===== config.mk =====
export PLATFORM = sky130hd
export DESIGN_NAME = conv_window_gen
export DESIGN_NICKNAME = d
export VERILOG_FILES = /design/src/rtl/conv_window_gen.sv
export SDC_FILE = /design/constraint.sdc
export NUM_CORES = 2
export LEC_CHECK = 0
export CAP_MARGIN = 20
export CORE_MARGIN = 5
export CORE_UTILIZATION = 25
export CTS_BUF_LIST = sky130_fd_sc_hd__clkbuf_8
export CTS_CLUSTER_SIZE = 8
export DETAILED_ROUTE_END_ITERATION = 12
export HOLD_SLACK_MARGIN = 0.1
export PLACE_DENSITY = 0.48
export SLEW_MARGIN = 20
export SYNTH_ARGS = -nofsm -noshare
export SYNTH_HDL_FRONTEND = slang
export SYNTH_SLANG_ARGS = --single-unit

===== constraint.sdc =====
create_clock -name clk -period 5.34 [get_ports clk]
set_input_delay 0.534 -clock clk [delete_from_list [all_inputs] [get_ports clk]]
set_output_delay 0.534 -clock clk [all_outputs]
set_load 0.01 [all_outputs]

===== src/rtl/conv_window_gen.sv =====
// Sliding K_SIZE x K_SIZE window generator for a raster-order pixel stream.
// K_SIZE-1 line buffers feed the newest column; the window register is also the output stage.
module conv_window_gen #(
  parameter int K_SIZE = 5,
  parameter int IMG_W  = 28,
  parameter int IMG_H  = 28,
  parameter int DW     = 16
) (
  input  logic                        clk,
  input  logic                        rst,
  input  logic                        in_valid,
  output logic                        in_ready,
  input  logic [DW-1:0]               in_data,
  output logic                        out_valid,
  input  logic                        out_ready,
  output logic                        out_last,
  output logic [K_SIZE*K_SIZE*DW-1:0] window_out
);

  localparam int CW = (IMG_W > 1) ? $clog2(IMG_W) : 1;
  localparam int RW = (IMG_H > 1) ? $clog2(IMG_H) : 1;
  localparam int NB = K_SIZE - 1;

  localparam logic [CW-1:0] COL_LAST  = CW'(IMG_W - 1);
  localparam logic [CW-1:0] COL_START = CW'(K_SIZE - 1);
  localparam logic [RW-1:0] ROW_LAST  = RW'(IMG_H - 1);
  localparam logic [RW-1:0] ROW_START = RW'(K_SIZE - 1);

  logic [CW-1:0] col;
  logic [RW-1:0] row;
  logic          accept;
  logic [DW-1:0] lbuf    [NB][IMG_W];
  logic [DW-1:0] new_col [K_SIZE];

  assign in_ready = !rst && (!out_valid || out_ready);
  assign accept   = in_valid && in_ready;

  // Buffer 0 holds the oldest row, so the new column reads top to bottom, newest pixel last.
  always_comb begin
    for (int i = 0; i < K_SIZE; i++) begin
      new_col[i] = in_data;
    end
    for (int i = 0; i < NB; i++) begin
      new_col[i] = lbuf[i][col];
    end
  end

  // Line buffers are never reset; rows with stale contents are never flagged valid.
  always_ff @(posedge clk) begin
    if (accept) begin
      for (int b = 0; b < NB - 1; b++) begin
        lbuf[b][col] <= lbuf[b+1][col];
      end
      lbuf[NB-1][col] <= in_data;
    end
  end

  always_ff @(posedge clk) begin
    if (rst) begin
      row        <= '0;
      col        <= '0;
      out_valid  <= 1'b0;
      out_last   <= 1'b0;
      window_out <= '0;
    end else if (accept) begin
      for (int i = 0; i < K_SIZE; i++) begin
        for (int j = 0; j < K_SIZE - 1; j++) begin
          window_out[(i*K_SIZE+j)*DW +: DW] <= window_out[(i*K_SIZE+j+1)*DW +: DW];
        end
        window_out[(i*K_SIZE+K_SIZE-1)*DW +: DW] <= new_col[i];
      end
      out_valid <= (row >= ROW_START) && (col >= COL_START);
      out_last  <= (row == ROW_LAST) && (col == COL_LAST);
      if (col == COL_LAST) begin
        col <= '0;
        row <= (row == ROW_LAST) ? '0 : row + 1'b1;
      end else begin
        col <= col + 1'b1;
      end
    end else if (out_ready) begin
      out_valid <= 1'b0;
      out_last  <= 1'b0;
    end
  end

endmodule


## Yosys cells after proc, flatten, opt, wreduce, memory -nomap -nowiden

Memory sizes are Yosys's and may differ from the RTL's.
Cells that the tools add are included.

| cells by class | value |
|---|---|
| $add $sub $neg | 2 |
| mux-type cells | 21 |
| bitwise operators | 1 |
| reduce and logical (&&, ||, !) cells | 10 |
| eq/ne operators | 2 |
| $lt $le $gt $ge | 4 |

Operators by type and width:

| kind | number |
|---|---|
| two-way mux 448 bit | 1 |
| binary-select mux 16 bit (select 5 bit) | 4 |
| two-way mux 16 bit | 9 |
| demux 16 bit (select 5 bit) | 1 |
| adder 5 x 1 -> 5 bit (second input constant) | 2 |
| == test 5 bit (second input constant) | 2 |
| greater-or-equal comparator 5 x 3 -> 1 bit (second input constant) | 2 |
| two-way mux 5 bit | 2 |
| greater-or-equal comparator 6 bit (second input constant) | 1 |
| < comparator 6 x 1 -> 1 bit (second input constant) | 1 |
| inverter 5 -> 6 bit | 1 |
| logical AND 1 bit | 5 |
| two-way mux 1 bit | 4 |
| logical NOT 1 bit | 2 |
| AND reduction 2 bit | 1 |
| nonzero test 2 bit | 1 |
| logical OR 1 bit | 1 |

| storage, ports and cells | value |
|---|---|
| bits in writable memories | 1792 |
| word-level logic and storage cells | 46 |
| memories | 1 |
| output and inout port bits | 403 |
| bits in registers | 412 |

Memories:

| memory | depth | width | rd ports | clocked after Yosys merged registers in | wr ports | line | text |
|---|---|---|---|---|---|---|---|
| lbuf | 4 | 448 | 4 | 0 | 4 | 32 | `logic [DW-1:0] lbuf [NB][IMG_W];` |

## Logic depth before layout (Yosys ltp)

| logic depth | value |
|---|---|
| depth after elaboration | 6 |
| depth in mapped cells | 9 |
| depth with buffers taken out | 6 |

## Least setup slack after synthesis

OpenSTA, ideal clock, no wires.

| timing path | value |
|---|---|
| path type | register to register |
| start point | reg col[3] |
| end point | mem lbuf[0][256] (netlist name) (enable) |
| path slack | 0.636 ns |
| cell stages (with the launch flop) | 8 |
| library setup time | 0.487 ns |
| clock period less this slack | 4.704 ns |
| arrival time | 4.218 ns |
| buffers on the path | 5 |
| data required time | 4.853 ns |
| cells stage by stage | dfxtp_1 buf_2 buf_4 buf_2 buf_2 buf_2 nand2_1 nor2_1 |

RTL lines:

| item | line | text |
|---|---|---|
| start: declaration | 29 | `logic [CW-1:0] col;` |
| start signal: assignment | 78 | `col <= col + 1'b1;` |
| end: declaration | 32 |  |

==> results.py <==
metrics = {
    "outcome": {
        "status": "complete, no violations",
    },
    "cts": {
        "cts.sinks": 2204,
        "root_buffer": "clkbuf_8",
        "cts_tree": "done",
        "clk_path_buf_depth": 4,
        "insertion_delay_ns": 1.07,
        "path_clk_slew_ns": 0.06,
        "cts_resized": 0,
        "numCtsBuffers": 378,
        "htreeDepth": 5,
    },
    "yosys": {
        "avgSynthCellArea_um2": 16.6,
        "netlist_area_um2": 82500,
        "ys.warnings.count": 0,
        "synth_enable_flop_cells": 1792,
        "synth_nets": 4991,
        "yosysUniqueCellTypes": 49,
        "synth-async-reset-ratio": 0,
        "ys.flop_type": "edfxtp_1",
        "synth_cells": 4965,
        "ys_seq_area_frac": 0.752,
        "ys_ff_latch": 2204,
    },
    "worst_setup_path": {
        "critPathRequiredTime_ns": 5.87,
        "regToRegSetupSlack_ns": 1.32,
        "start_kind": "flop",
        "cp_max_fo": 39,
        "crit_arrival_ns": 4.55,
        "critPathKind": "flop to flop",
        "end_kind": "flop",
    },
    "placed_design": {
        "hpwlAfterDp_um": 163000,
        "port_buffers": 422,
        "gp_congestion": 0.804,
        "place_ws_ns": 0.692,
        "place_area_um2": 93100,
        "placed_cells": 9636,
    },
    "final_layout": {
        "multi_input_area_um2": 19300,
        "drive_gt1_frac": 0.170,
        "ff_latch_area_um2": 62100,
        "nNetsFinal": 5681,
        "final_cell_area_um2": 99900,
        "fill_cells": 32600,
        "fin_util": 0.303,
        "area_growth_pct": 21.1,
        "fin_cells": 10300,
    },
    "floorplan": {
        "ios": 423,
        "die_area_um2": 342000,
        "row_count": 211,
        "start_util": 0.250,
        "die_h_um": 584,
        "die_w_um": 584,
        "core-area_um2": 329000,
    },
    "routing": {
        "drc": 0,
        "post_drt_wl_per_cell_um": 26.5,
        "wirelength_um": 273000,
        "drt_iter0_drc": 4375,
        "route.antenna.remaining_nets": 0,
        "via_count": 48000,
        "vias_per_cell": 4.66,
        "first_pass_iters": 5,
    },
    "timing": {
        "setup_tns_ns": 0,
        "relSlewSlack": 0.232,
        "slew_viol_final": 0,
        "hold_viol": 0,
        "tightest_slew_ns": 1.15,
        "layout_min_cycle_time_ns": 4.02,
        "fin_ws_ns": 1.32,
        "max_freq_ghz": 0.249,
        "setup_viol": 0,
        "finalCritPeriodShare": 0.752,
        "grt_setup_unrepaired": "false",
        "skew_ns": 0.0965,
    },
    "power": {
        "ir_worst_vdd_uv": 280,
        "p_leak_uw": 0.0309,
        "p_per_area_nw_per_um2": 357,
    },
    "grt": {
        "antenna_found_initial": 8,
        "grt_first_pass_wirelength_um": 376000,
        "track_usage": 0.154,
        "overflow": 0,
        "first_global_vias": 47800,
        "grt_max_degree": 180,
    },
    "flow_run": {
        "max-cap-violations": 0,
    },
    "worst_hold_path": {
        "min_path_type": "input port to flop",
    },
}
[final cells by class]
class                           instances  share of cell area
Antenna cell                            4            0.000100
Clock inverter                        241             0.00960
Timing Repair Buffer                  629              0.0629
Inverter                                8            0.000301
Clock buffer                          418              0.0576
Tap cell                             4366              0.0547
Sequential cell                      2204               0.622
Multi-Input combinational cell       2434               0.193
[routing by layer]
layer | part of all wire | vias up | track usage
li1 | - | 20600 | -
met1 | 0.41 | 25100 | 0.196
met2 | 0.47 | 1822 | 0.252
met3 | 0.078 | 421 | 0.0403
met4 | 0.038 | 0 | 0.0578
met5 | 0 | - | 0
[where the power goes]
group | internal, µW | total [µW] | switching [µW]
sequential | 19100 | 19200 | 199
clock | 7110 | 13800 | 6670
combinational | 909 | 2650 | 1740
total | 27100 | 35700 | 8610
[worst max-delay path, stage by stage (launching register included)]
cell and delay (ns):
dfxtp_4 0.99, buf_4 0.42, mux4_2 0.53, a22o_1 0.20, a31oi_1 0.57, nand2_1 0.72
[synthesized netlist by cell type, types with 2 or more instances]
cell      instances  area share
edfxtp_1       1792        0.65
nand2_1         774       0.035
dfxtp_1         412        0.10
a21oi_1         410       0.025
mux2i_1         387       0.047
mux4_2          267       0.073
a22oi_1         193       0.018
clkbuf_1        179      0.0081
nor2_1           86      0.0039
buf_2            83      0.0050
nand3_1          41      0.0025
a31oi_1          38      0.0029
buf_4            38      0.0035
a22o_1           34      0.0036
o21ai_0          34      0.0021
a311oi_1         23      0.0024
a221oi_1         16      0.0017
and3_1           15      0.0011
buf_1            14     0.00064
nor2b_1          11     0.00083
a21o_1           10     0.00091
and2_1            9     0.00068
nand4_1           9     0.00068
inv_1             8     0.00036
mux2_2            8      0.0011
o211ai_1          7     0.00064
a211oi_2          6     0.00091
ha_1              6     0.00091
nor3_1            6     0.00036
o221a_2           6     0.00082
buf_6             5     0.00068
nand2b_1          5     0.00038
o21a_1            5     0.00046
o21ba_2           5     0.00061
nor2_2            4     0.00030
a211oi_1          3     0.00027
o211a_1           2     0.00024
or2_2             2     0.00015
or3_1             2     0.00015
[final timing paths]
check,startpoint,cells past startpoint,to
worst max-delay path,col[0]$_SDFFE_PP0P_,5,lbuf[2][203]$_DFFE_PP_
worst min-delay path,in_data[13],2,lbuf[3][205]$_DFFE_PP_
worst max register to register,col[0]$_SDFFE_PP0P_,5,lbuf[2][203]$_DFFE_PP_
worst min register to register,window_out[209]$_SDFFE_PP0P_,2,window_out[193]$_SDFFE_PP0P_
[kinds of logic after synthesis]
group,count (synthesis),share of synthesized area
compound gates,799,0.0608
simple gates,965,0.0464
xor+xnor,2,0.000212
buf+inv,327,0.0183
flops,2204,0.752
fa+ha+maj,6,0.000910
mux,662,0.121
[metrics by stage]
step	total power (µW)	hold slack (ns)
floorplan	21000	0.481
global placement	22200	0.441
CTS	36100	0.179
detailed placement	22300	0.446
global route	37100	0.261
finish	35700	0.319
[sequential cells by signal (all words and copies together), names as in the netlist]
signal      cells
out_valid       1
row             5
window_out    400
out_last        1
col             5
lbuf         1792
[what timing repair did]
action	CTS	global route
endpoints found under the hold margin	42	58
buffers inserted	0	0
hold buffers	2	2
[cell usage in the layout, fill, tap and decap left out, types with 5 or more instances in the layout]
cell,Yosys,routed
and3_1,15,15
a211oi_4,0,9
clkinv_1,0,56
nor3_1,6,6
a31oi_1,38,38
o211ai_1,7,7
a221oi_1,16,16
o21ai_0,34,34
dfxtp_1,412,407
mux4_2,267,267
mux2i_1,387,387
o221a_2,6,6
clkbuf_8,0,418
o21ba_2,5,5
nand2b_1,5,5
a311oi_1,23,23
nand2_1,774,771
a21o_1,10,10
inv_1,8,165
clkinv_2,0,22
nor2_4,0,32
clkdlybuf4s50_1,0,419
o21a_1,5,5
edfxtp_1,1792,1792
buf_4,38,162
buf_12,0,39
nor2_1,86,53
a22o_1,34,34
a21oi_1,410,410
ha_1,6,6
nand4_1,9,9
nor2_2,4,5
a22oi_1,193,193
nand3_1,41,41
mux2_2,8,8
Note: power is estimated with default switching activity, not from simulation.
